**config.mk**
```make
export PLATFORM = sky130hd
export DESIGN_NAME = i2c_reg_sequencer
export DESIGN_NICKNAME = d
export VERILOG_FILES = /design/src/rtl/i2c_reg_sequencer.sv
export SDC_FILE = /design/constraint.sdc
export NUM_CORES = 1
export LEC_CHECK = 0
export ABC_AREA = 0
export CAP_MARGIN = 10
export CORE_UTILIZATION = 47
export DETAILED_ROUTE_END_ITERATION = 7
export PLACE_DENSITY = 0.82
export SLEW_MARGIN = 10
export SYNTH_ARGS = -nofsm -noshare
export SYNTH_HDL_FRONTEND = slang
export SYNTH_SLANG_ARGS = --single-unit
```
**constraint.sdc**
```tcl
create_clock -name clk -period 2.3 [get_ports clk]
set_clock_uncertainty 0.05 [all_clocks]
set_input_delay 0.23 -clock clk [delete_from_list [all_inputs] [get_ports clk]]
set_output_delay 0.23 -clock clk [all_outputs]
set_load 0.01 [all_outputs]
```
**src/rtl/i2c_reg_sequencer.sv**
```systemverilog
// Turns one register-bus request into the I2C master command stream for a
// single-byte register write or random read, then returns read data or a NACK.
//
// state     | meaning
// ----------+------------------------------------------------------------
// IDLE      | ready for a request; req_ready high
// ISSUE     | wait for master ready, then strobe the current step's command
// WAIT_BUSY | wait for the master to leave idle/hold
// WAIT_RDY  | wait for the step to finish; sample ACK or read data
// RESP      | one-cycle response strobe back to the requester
module i2c_reg_sequencer #(
  parameter logic [2:0]  START_CMD    = 3'b000,
  parameter logic [2:0]  STOP_CMD     = 3'b001,
  parameter logic [2:0]  READ_CMD     = 3'b010,
  parameter logic [2:0]  WRITE_CMD    = 3'b011,
  parameter logic [2:0]  RESTART_CMD  = 3'b100,
  parameter logic [15:0] DVSR_DEFAULT = 16'd250
) (
  input  logic        clk,
  input  logic        reset,
  input  logic        req_valid,
  output logic        req_ready,
  input  logic        req_rw,
  input  logic [6:0]  req_dev,
  input  logic [7:0]  req_reg,
  input  logic [7:0]  req_wdata,
  output logic        rsp_valid,
  output logic [7:0]  rsp_rdata,
  output logic        rsp_nack,
  output logic        m_wr_i2c,
  output logic [2:0]  m_cmd,
  output logic [7:0]  m_data_in,
  output logic [15:0] m_dvsr,
  input  logic        m_ready,
  input  logic        m_done_tick,
  input  logic        m_ack,
  input  logic [7:0]  m_data_out
);

  typedef enum logic [2:0] {
    S_IDLE,
    S_ISSUE,
    S_WAIT_BUSY,
    S_WAIT_RDY,
    S_RESP
  } state_t;

  typedef enum logic [2:0] {
    ST_START,
    ST_WR_DEV,
    ST_WR_REG,
    ST_WR_DATA,
    ST_RESTART,
    ST_WR_DEV_RD,
    ST_RD,
    ST_STOP
  } step_t;

  state_t      state_q, state_d;
  step_t       step_q, step_d;
  logic        rw_q, rw_d;
  logic [6:0]  dev_q, dev_d;
  logic [7:0]  reg_q, reg_d;
  logic [7:0]  wdata_q, wdata_d;
  logic [7:0]  rdata_q, rdata_d;
  logic        nack_q, nack_d;
  logic [2:0]  cmd_q, cmd_d;
  logic [7:0]  data_q, data_d;
  logic        strobe;
  logic [2:0]  step_cmd;
  logic [7:0]  step_data;
  logic        step_is_wr;
  step_t       step_next;

  // Byte-complete timing comes from m_ready alone, so the tick is not needed.
  logic unused_done_tick;
  assign unused_done_tick = m_done_tick;

  always_comb begin
    step_cmd   = START_CMD;
    step_data  = 8'h00;
    step_is_wr = 1'b0;
    step_next  = ST_STOP;
    case (step_q)
      ST_START: begin
        step_cmd  = START_CMD;
        step_next = ST_WR_DEV;
      end
      ST_WR_DEV: begin
        step_cmd   = WRITE_CMD;
        step_data  = {dev_q, 1'b0};
        step_is_wr = 1'b1;
        step_next  = ST_WR_REG;
      end
      ST_WR_REG: begin
        step_cmd   = WRITE_CMD;
        step_data  = reg_q;
        step_is_wr = 1'b1;
        step_next  = rw_q ? ST_RESTART : ST_WR_DATA;
      end
      ST_WR_DATA: begin
        step_cmd   = WRITE_CMD;
        step_data  = wdata_q;
        step_is_wr = 1'b1;
        step_next  = ST_STOP;
      end
      ST_RESTART: begin
        step_cmd  = RESTART_CMD;
        step_next = ST_WR_DEV_RD;
      end
      ST_WR_DEV_RD: begin
        step_cmd   = WRITE_CMD;
        step_data  = {dev_q, 1'b1};
        step_is_wr = 1'b1;
        step_next  = ST_RD;
      end
      ST_RD: begin
        step_cmd  = READ_CMD;
        step_data = 8'hFF;
        step_next = ST_STOP;
      end
      default: begin
        step_cmd  = STOP_CMD;
        step_next = ST_STOP;
      end
    endcase
  end

  always_comb begin
    state_d = state_q;
    step_d  = step_q;
    rw_d    = rw_q;
    dev_d   = dev_q;
    reg_d   = reg_q;
    wdata_d = wdata_q;
    rdata_d = rdata_q;
    nack_d  = nack_q;
    cmd_d   = cmd_q;
    data_d  = data_q;
    strobe  = 1'b0;
    case (state_q)
      S_IDLE: begin
        if (req_valid) begin
          rw_d    = req_rw;
          dev_d   = req_dev;
          reg_d   = req_reg;
          wdata_d = req_wdata;
          rdata_d = 8'h00;
          nack_d  = 1'b0;
          step_d  = ST_START;
          state_d = S_ISSUE;
        end
      end
      S_ISSUE: begin
        if (m_ready) begin
          strobe  = 1'b1;
          cmd_d   = step_cmd;
          data_d  = step_data;
          state_d = S_WAIT_BUSY;
        end
      end
      S_WAIT_BUSY: begin
        if (!m_ready) state_d = S_WAIT_RDY;
      end
      S_WAIT_RDY: begin
        if (m_ready) begin
          if (step_q == ST_STOP) begin
            state_d = S_RESP;
          end else if (step_is_wr && m_ack) begin
            // Any NACK aborts straight to STOP; no further byte goes out.
            nack_d  = 1'b1;
            step_d  = ST_STOP;
            state_d = S_ISSUE;
          end else begin
            if (step_q == ST_RD) rdata_d = m_data_out;
            step_d  = step_next;
            state_d = S_ISSUE;
          end
        end
      end
      S_RESP: begin
        state_d = S_IDLE;
      end
      default: begin
        state_d = S_IDLE;
      end
    endcase
  end

  always_ff @(posedge clk or posedge reset) begin
    if (reset) begin
      state_q <= S_IDLE;
      step_q  <= ST_START;
      rw_q    <= 1'b0;
      dev_q   <= 7'h00;
      reg_q   <= 8'h00;
      wdata_q <= 8'h00;
      rdata_q <= 8'h00;
      nack_q  <= 1'b0;
      cmd_q   <= START_CMD;
      data_q  <= 8'h00;
    end else begin
      state_q <= state_d;
      step_q  <= step_d;
      rw_q    <= rw_d;
      dev_q   <= dev_d;
      reg_q   <= reg_d;
      wdata_q <= wdata_d;
      rdata_q <= rdata_d;
      nack_q  <= nack_d;
      cmd_q   <= cmd_d;
      data_q  <= data_d;
    end
  end

  // Command fields present the new step during its strobe, then hold.
  assign m_wr_i2c  = strobe;
  assign m_cmd     = strobe ? step_cmd : cmd_q;
  assign m_data_in = strobe ? step_data : data_q;
  assign m_dvsr    = DVSR_DEFAULT;

  assign req_ready = (state_q == S_IDLE);
  assign rsp_valid = (state_q == S_RESP);
  assign rsp_nack  = rsp_valid & nack_q;
  assign rsp_rdata = (rsp_valid && !nack_q) ? rdata_q : 8'h00;

endmodule
```
Yosys cells after proc, flatten, opt, wreduce, memory -nomap -nowiden. Index checks and enable logic that the tools add are counted.

Eq/ne operators: 19. Muxes and demuxes: 32. Bitwise operators: 1. Reductions and logical operators: 13.

Operator list (number): 2-to-1 mux 8 bit (7); one-hot mux 8 bit (5 select lines) (1); 2-to-1 mux 3 bit (11); one-hot mux 3 bit (4 select lines) (2); != test 2 bit (second input constant) (8); one-hot mux 8 bit (2 select lines) (1); equality test 3 bit (second input constant) (5); one-hot mux 3 bit (5 select lines) (1); equality test 3 x 2 -> 1 bit (second input constant) (4); AND reduction 4 bit (2); 2-to-1 mux 1 bit (7); equality test 3 x 1 -> 1 bit (second input constant) (2); logical NOT 3 bit (2); one-hot mux 3 bit (2 select lines) (1); AND reduction 6 bit (1); AND reduction 5 bit (1); AND reduction 2 bit (2); OR reduction 4 bit (1); logical AND 1 bit (2); one-hot mux 1 bit (2 select lines) (1); nonzero test 2 bit (1); AND 1 bit (1); logical NOT 1 bit (1).

Bits in registers: 50. Word-level logic and storage cells: 75.

Logic depth before layout (Yosys ltp). Gate-level depths: netlist of run 1.

Depth in word-level cells: 8. Gate-level depth with buffers: 6. Gate-level depth less buffers: 4.

Worst setup path after synthesis of run 1. No wires, ideal clock.

Kind: reg2reg. Start: reg state_q[1]. End: reg dev_q[5]. Setup time: 0.125 ns. Arrival: 1.511 ns. Required time: 2.125 ns. Setup slack: 0.614 ns. Stages on the path, launching flop included: 6. Period minus slack after synthesis: 1.686 ns. Cells stage by stage: dfrtp_1 -> clkbuf_8 -> nor4b_4 -> buf_6 -> buf_4 -> mux2_2.

Cells in the longest elaborated chain, start to end: 2.

RTL lines: from (decl) (line 59) `state_t state_q, state_d;`; from (signal assigned) (line 203) `state_q <= state_d;`; logical NOT 3 bit (line 141) `case (state_q)`; AND reduction 2 bit (no line); to (signal assigned) (line 206) `dev_q <= dev_d;`; to (decl) (line 62) `logic [6:0] dev_q, dev_d;`.

No other way between the ends. A chain may end at the register's enable or synchronous reset.

Worst setup path in the final report of run 1.
Start: reg state_q[0]. End: out m_data_in[3].

Cells in the longest elaborated chain, start to end: 3.

RTL lines: equality test 3 x 1 -> 1 bit (line 141); 2-to-1 mux 1 bit (line 141); 2-to-1 mux 8 bit (line 219) `assign m_data_in = strobe ? step_data : data_q;`; to (decl) (line 32) `output logic [7:0] m_data_in,`.

No other way between the ends.

==> run_results.csv, run 1 <==
group,metric,value,unit
global_route,gr-usage-met3,3.97,%
die,top_level_ports,77,
logic_synthesis,arithmetic_cell_share_of_the_synthesized_area_counting_full_adders_half_adders_and_majority_gates,0,%
logic_synthesis,yosysTopAreaCellShare,49.2,%
worst_setup_path,worstPathArrival,1.92,ns
global_route,largest_net_degree_at_the_start_of_global_routing,28,
placement,placed_cell_area,3160,um2
finish,finalInstanceArea,3260,um2
cts,cts.htree.levels,2,
worst_setup_path,critical_path.top_delay_family,"buffers and inverters",
timing,hold_viol_final,0,
finish,final_cell_mix,"50 x dfrtp_1, 48 x clkdlybuf4s50_1, 31 x nor2_1, 24 x mux2_2, 19 x a21oi_1",
die,floorplan.core_area,5170,um2
logic_synthesis,synth_cell_types,39,
placement,post-place-cells,369,
timing,worst_slew_pin_slew,0.562,ns
logic_synthesis,synth_mux_area_share,11.0,%
logic_synthesis,synthesis.instances,242,
drt,detailroute.via_count,1888,
timing,layout_worst_path_cycle_share,95.8,%
logic_synthesis,mean_post_synth_cell_area,10.5,um2
timing,max_freq,0.454,GHz
timing,setup_viol,0,
placement,dp.final_hpwl,3.70,mm
drt,detail_route.vias_per_cell,5.01,
cts,cts_buffer_depth,2,
finish,finish.net_count,344,
power_and_ir_drop,power.ir.vdd_worst,748,uV
placement,pre_cts_slack,-0.0204,ns
drt,postRouteWirelength,5.23,mm
timing,grt_setup_unrepaired,"yes",
die,design.die.area,5710,um2
die,die_width,75.6,um
worst_setup_path,worst_setup_start_kind,"flop",
placement,place.port_buffers,59,
cts,cts.reportedPaths.clkPinSlew,0.09,ns
global_route,gr-total-overflow,0,
logic_synthesis,seq_area_frac_synth,49.2,%
drt,detail_route.iter0.violations,84,
worst_hold_path,path_type_of_the_worst_min_delay_path,"in2async",
global_route,gr-usage-all-layers,20.0,%
cts,cts-root-buf,"clkbuf_8",
worst_setup_path,crit_type,"reg2out",
power_and_ir_drop,power.density,1160,nW/um2
timing,finalCriticalPeriod,2.20,ns
finish,multi_input_area,1110,um2
worst_setup_path,crit_path_end_kind,"primary output",
drt,antenna_left,0,
worst_setup_path,timing.critical_path.slowest_stage_cell,"dfrtp_1",
global_route,global_route.peak_usage_layer,"met2",
die,effective_utilization_at_floorplan,49.2,%
drt,routedWlPerCell,13.9,um
finish,layout.cells.most_common,"dfrtp_1",
logic_synthesis,post-synth-top-area-cell,"dfrtp_1",
run,cap_viol_max_count,0,
logic_synthesis,yosys.area_share.xor_xnor,0.344,%
logic_synthesis,synth_top_family_by_area,"compound AO/OA/AOI/OAI gates",
finish,antenna_cells,0,
outcome,status,"complete, no violations",
placement,gp_routability_congestion,0.775,
logic_synthesis,syn_area,2540,um2
cts,clk_latency,0.30,ns
logic_synthesis,post_synth_and_or_nand_nor_area_fraction,13.9,%
drt,remaining_drc_errors,0,
finish,final.fill_count,429,
worst_setup_path,worstPathCellList,"buf_4 -> nand2_1 -> nor3_2 -> buf_12 -> nor2_1 -> a21oi_1 -> dlygate4sd2_1",
logic_synthesis,yosys_warnings,0,
finish,area_growth,28.3,%
global_route,vias_in_the_first_global_route,1904,
finish,ff_latch_area,1250,um2
cts,postCtsSetupRepairBufs,0,
worst_setup_path,cpPeakStageDelay,0.39,ns
power_and_ir_drop,leakage,1.41,nW
timing,rel_slew_slack,62.5,%
finish,final_layout_size_suffix_gt1_share,22.1,%
global_route,global_route.usage.met2,35.5,%
logic_synthesis,synth_compound_area_share,15.0,%
logic_synthesis,number_of_storage_elements_in_the_synthesis_netlist,50,
global_route,grt_use_met1,24.2,%
finish,layout.cells.non_filler,377,
logic_synthesis,synth.top_cells.by_area,"dfrtp_1 49%, mux2_2 11%, buf_4 5.6%, nor2_1 4.7%, a21oi_1 3.7%",
worst_setup_path,worst-path-max-fanout,23,
worst_setup_path,cp_data_required_time,2.02,ns
global_route,first_pass_grt_wire_length,8.55,mm
die,placement_rows,26,
cts,clock_buffer_count_from_cts,5,
timing,report.final.slew_viol_count,0,
drt,drt-pass1-iter-count,4,
power_and_ir_drop,totalPowerFinal,3.80,mW
die,die_height,75.6,um
global_route,grt_antenna_before_repair,0,
cts,cts_num_sinks,50,
worst_setup_path,timing.critical_path.buf_inv,3,
cts,cts_tree,"yes",
timing,final.setup.worst_slack,0.0961,ns
-- flip-flops by register name, summed over array words and instances, names as in the netlist --
signal   cells
rdata_q      8
rw_q         1
data_q       8
state_q      3
step_q       3
dev_q        7
reg_q        8
cmd_q        3
nack_q       1
wdata_q      8
-- per-stage QoR --
step | hold slack (ns) | utilization [%] | setup TNS [ns]
global placement | 0.440 | 61.2 | -0.00953
detailed placement | 0.448 | 61.2 | -0.0494
finish | 0.251 | 63.1 | 0
global route | 0.301 | 63.1 | -0.00660
floorplan | 0.297 | - | 0
CTS | 0.269 | 63.0 | 0
-- Yosys cell counts --
| cell type | count |
|---|---|
| clkbuf_8 | 3 |
| nor3_1 | 1 |
| buf_4 | 19 |
| nand2b_1 | 2 |
| and2_1 | 9 |
| a21oi_1 | 19 |
| and4b_4 | 1 |
| conb_1 | 2 |
| a31oi_1 | 3 |
| o21ai_0 | 13 |
| o221ai_1 | 1 |
| nor2_1 | 32 |
| clkbuf_2 | 1 |
| and3b_2 | 1 |
| o21a_4 | 1 |
| dfrtp_1 | 50 |
| o22ai_1 | 1 |
| inv_1 | 6 |
| a22o_1 | 6 |
| and4_2 | 1 |
| a22o_2 | 1 |
| buf_2 | 3 |
| xor2_1 | 1 |
| nor3_2 | 1 |
| nor2b_1 | 2 |
| clkbuf_1 | 3 |
| o21ai_2 | 8 |
| mux2i_1 | 1 |
| or2_1 | 1 |
| buf_6 | 2 |
| o2bb2ai_1 | 1 |
| a21oi_4 | 1 |
| o21bai_1 | 1 |
| o41ai_1 | 1 |
| and3_1 | 1 |
| nor4b_4 | 1 |
| nand3_1 | 3 |
| mux2_2 | 24 |
| nand2_1 | 14 |
-- worst reg2reg max path, cell delays in order, from the launching register on --
cell     delay [ns]
dfrtp_1        0.44
buf_4          0.19
nor4b_4        0.37
buf_4          0.39
mux2_2         0.39
-- path summary, 6_finish.rpt --
kind	start	cells after the start	to	slack (ns)
max in group asynchronous	reset	3	rw_q$_DFFE_PP0P_	1.34
min reg2reg	rdata_q[5]$_DFFE_PP0P_	2	rdata_q[5]$_DFFE_PP0P_	0.46
max	state_q[0]$_DFFE_PP0P_	7	m_data_in[3]	0.1
min in group clk	m_data_out[3]	3	rdata_q[3]$_DFFE_PP0P_	0.43
max reg2reg	state_q[1]$_DFFE_PP0P_	4	wdata_q[4]$_DFFE_PP0P_	0.36
min	reset	2	state_q[1]$_DFFE_PP0P_	0.25
-- logic make-up after synthesis --
group	count (synthesis)
XOR/XNOR	1
multiplexers	25
AND/OR/NAND/NOR	70
other	2
buffers and inverters	37
flip-flops	50
AO/OA/AOI/OAI	57
-- what timing repair did --
| action | CTS | global route |
|---|---|---|
| resized for setup | 15 | 2 |
| hold buffers | 0 | 0 |
| setup endpoints to repair | 19 | 8 |
-- cell type report --
type	instances	area share [%]
sequential	50	38.3
clock inverter	2	0.383
timing repair buffer	74	21.5
tap	70	2.68
clock buffer	6	2.53
multi-input combinational	169	33.9
inverter	6	0.690
-- power breakdown --
group | internal (mW) | leakage (nW) | switching [mW] | total (mW)
clock | 0.242 | 0.0472 | 0.278 | 0.520
sequential | 1.27 | 0.612 | 0.213 | 1.49
combinational | 0.868 | 0.755 | 0.924 | 1.79
-- metal layers --
layer  routed length (um)  up-vias
li1                     -      916
met3                  301        6
met5                    0        -
met2                 2640       68
met1                 2240      898
met4                   51        0
No activity file was read; power rests on OpenSTA's default activity.
==> run 2, diff against run 1 <==
GPL_ROUTABILITY_DRIVEN = 1   (was unset)
==> results of run 2 <==
No change in the layout: final DEF, timing and power equal those of run 1.
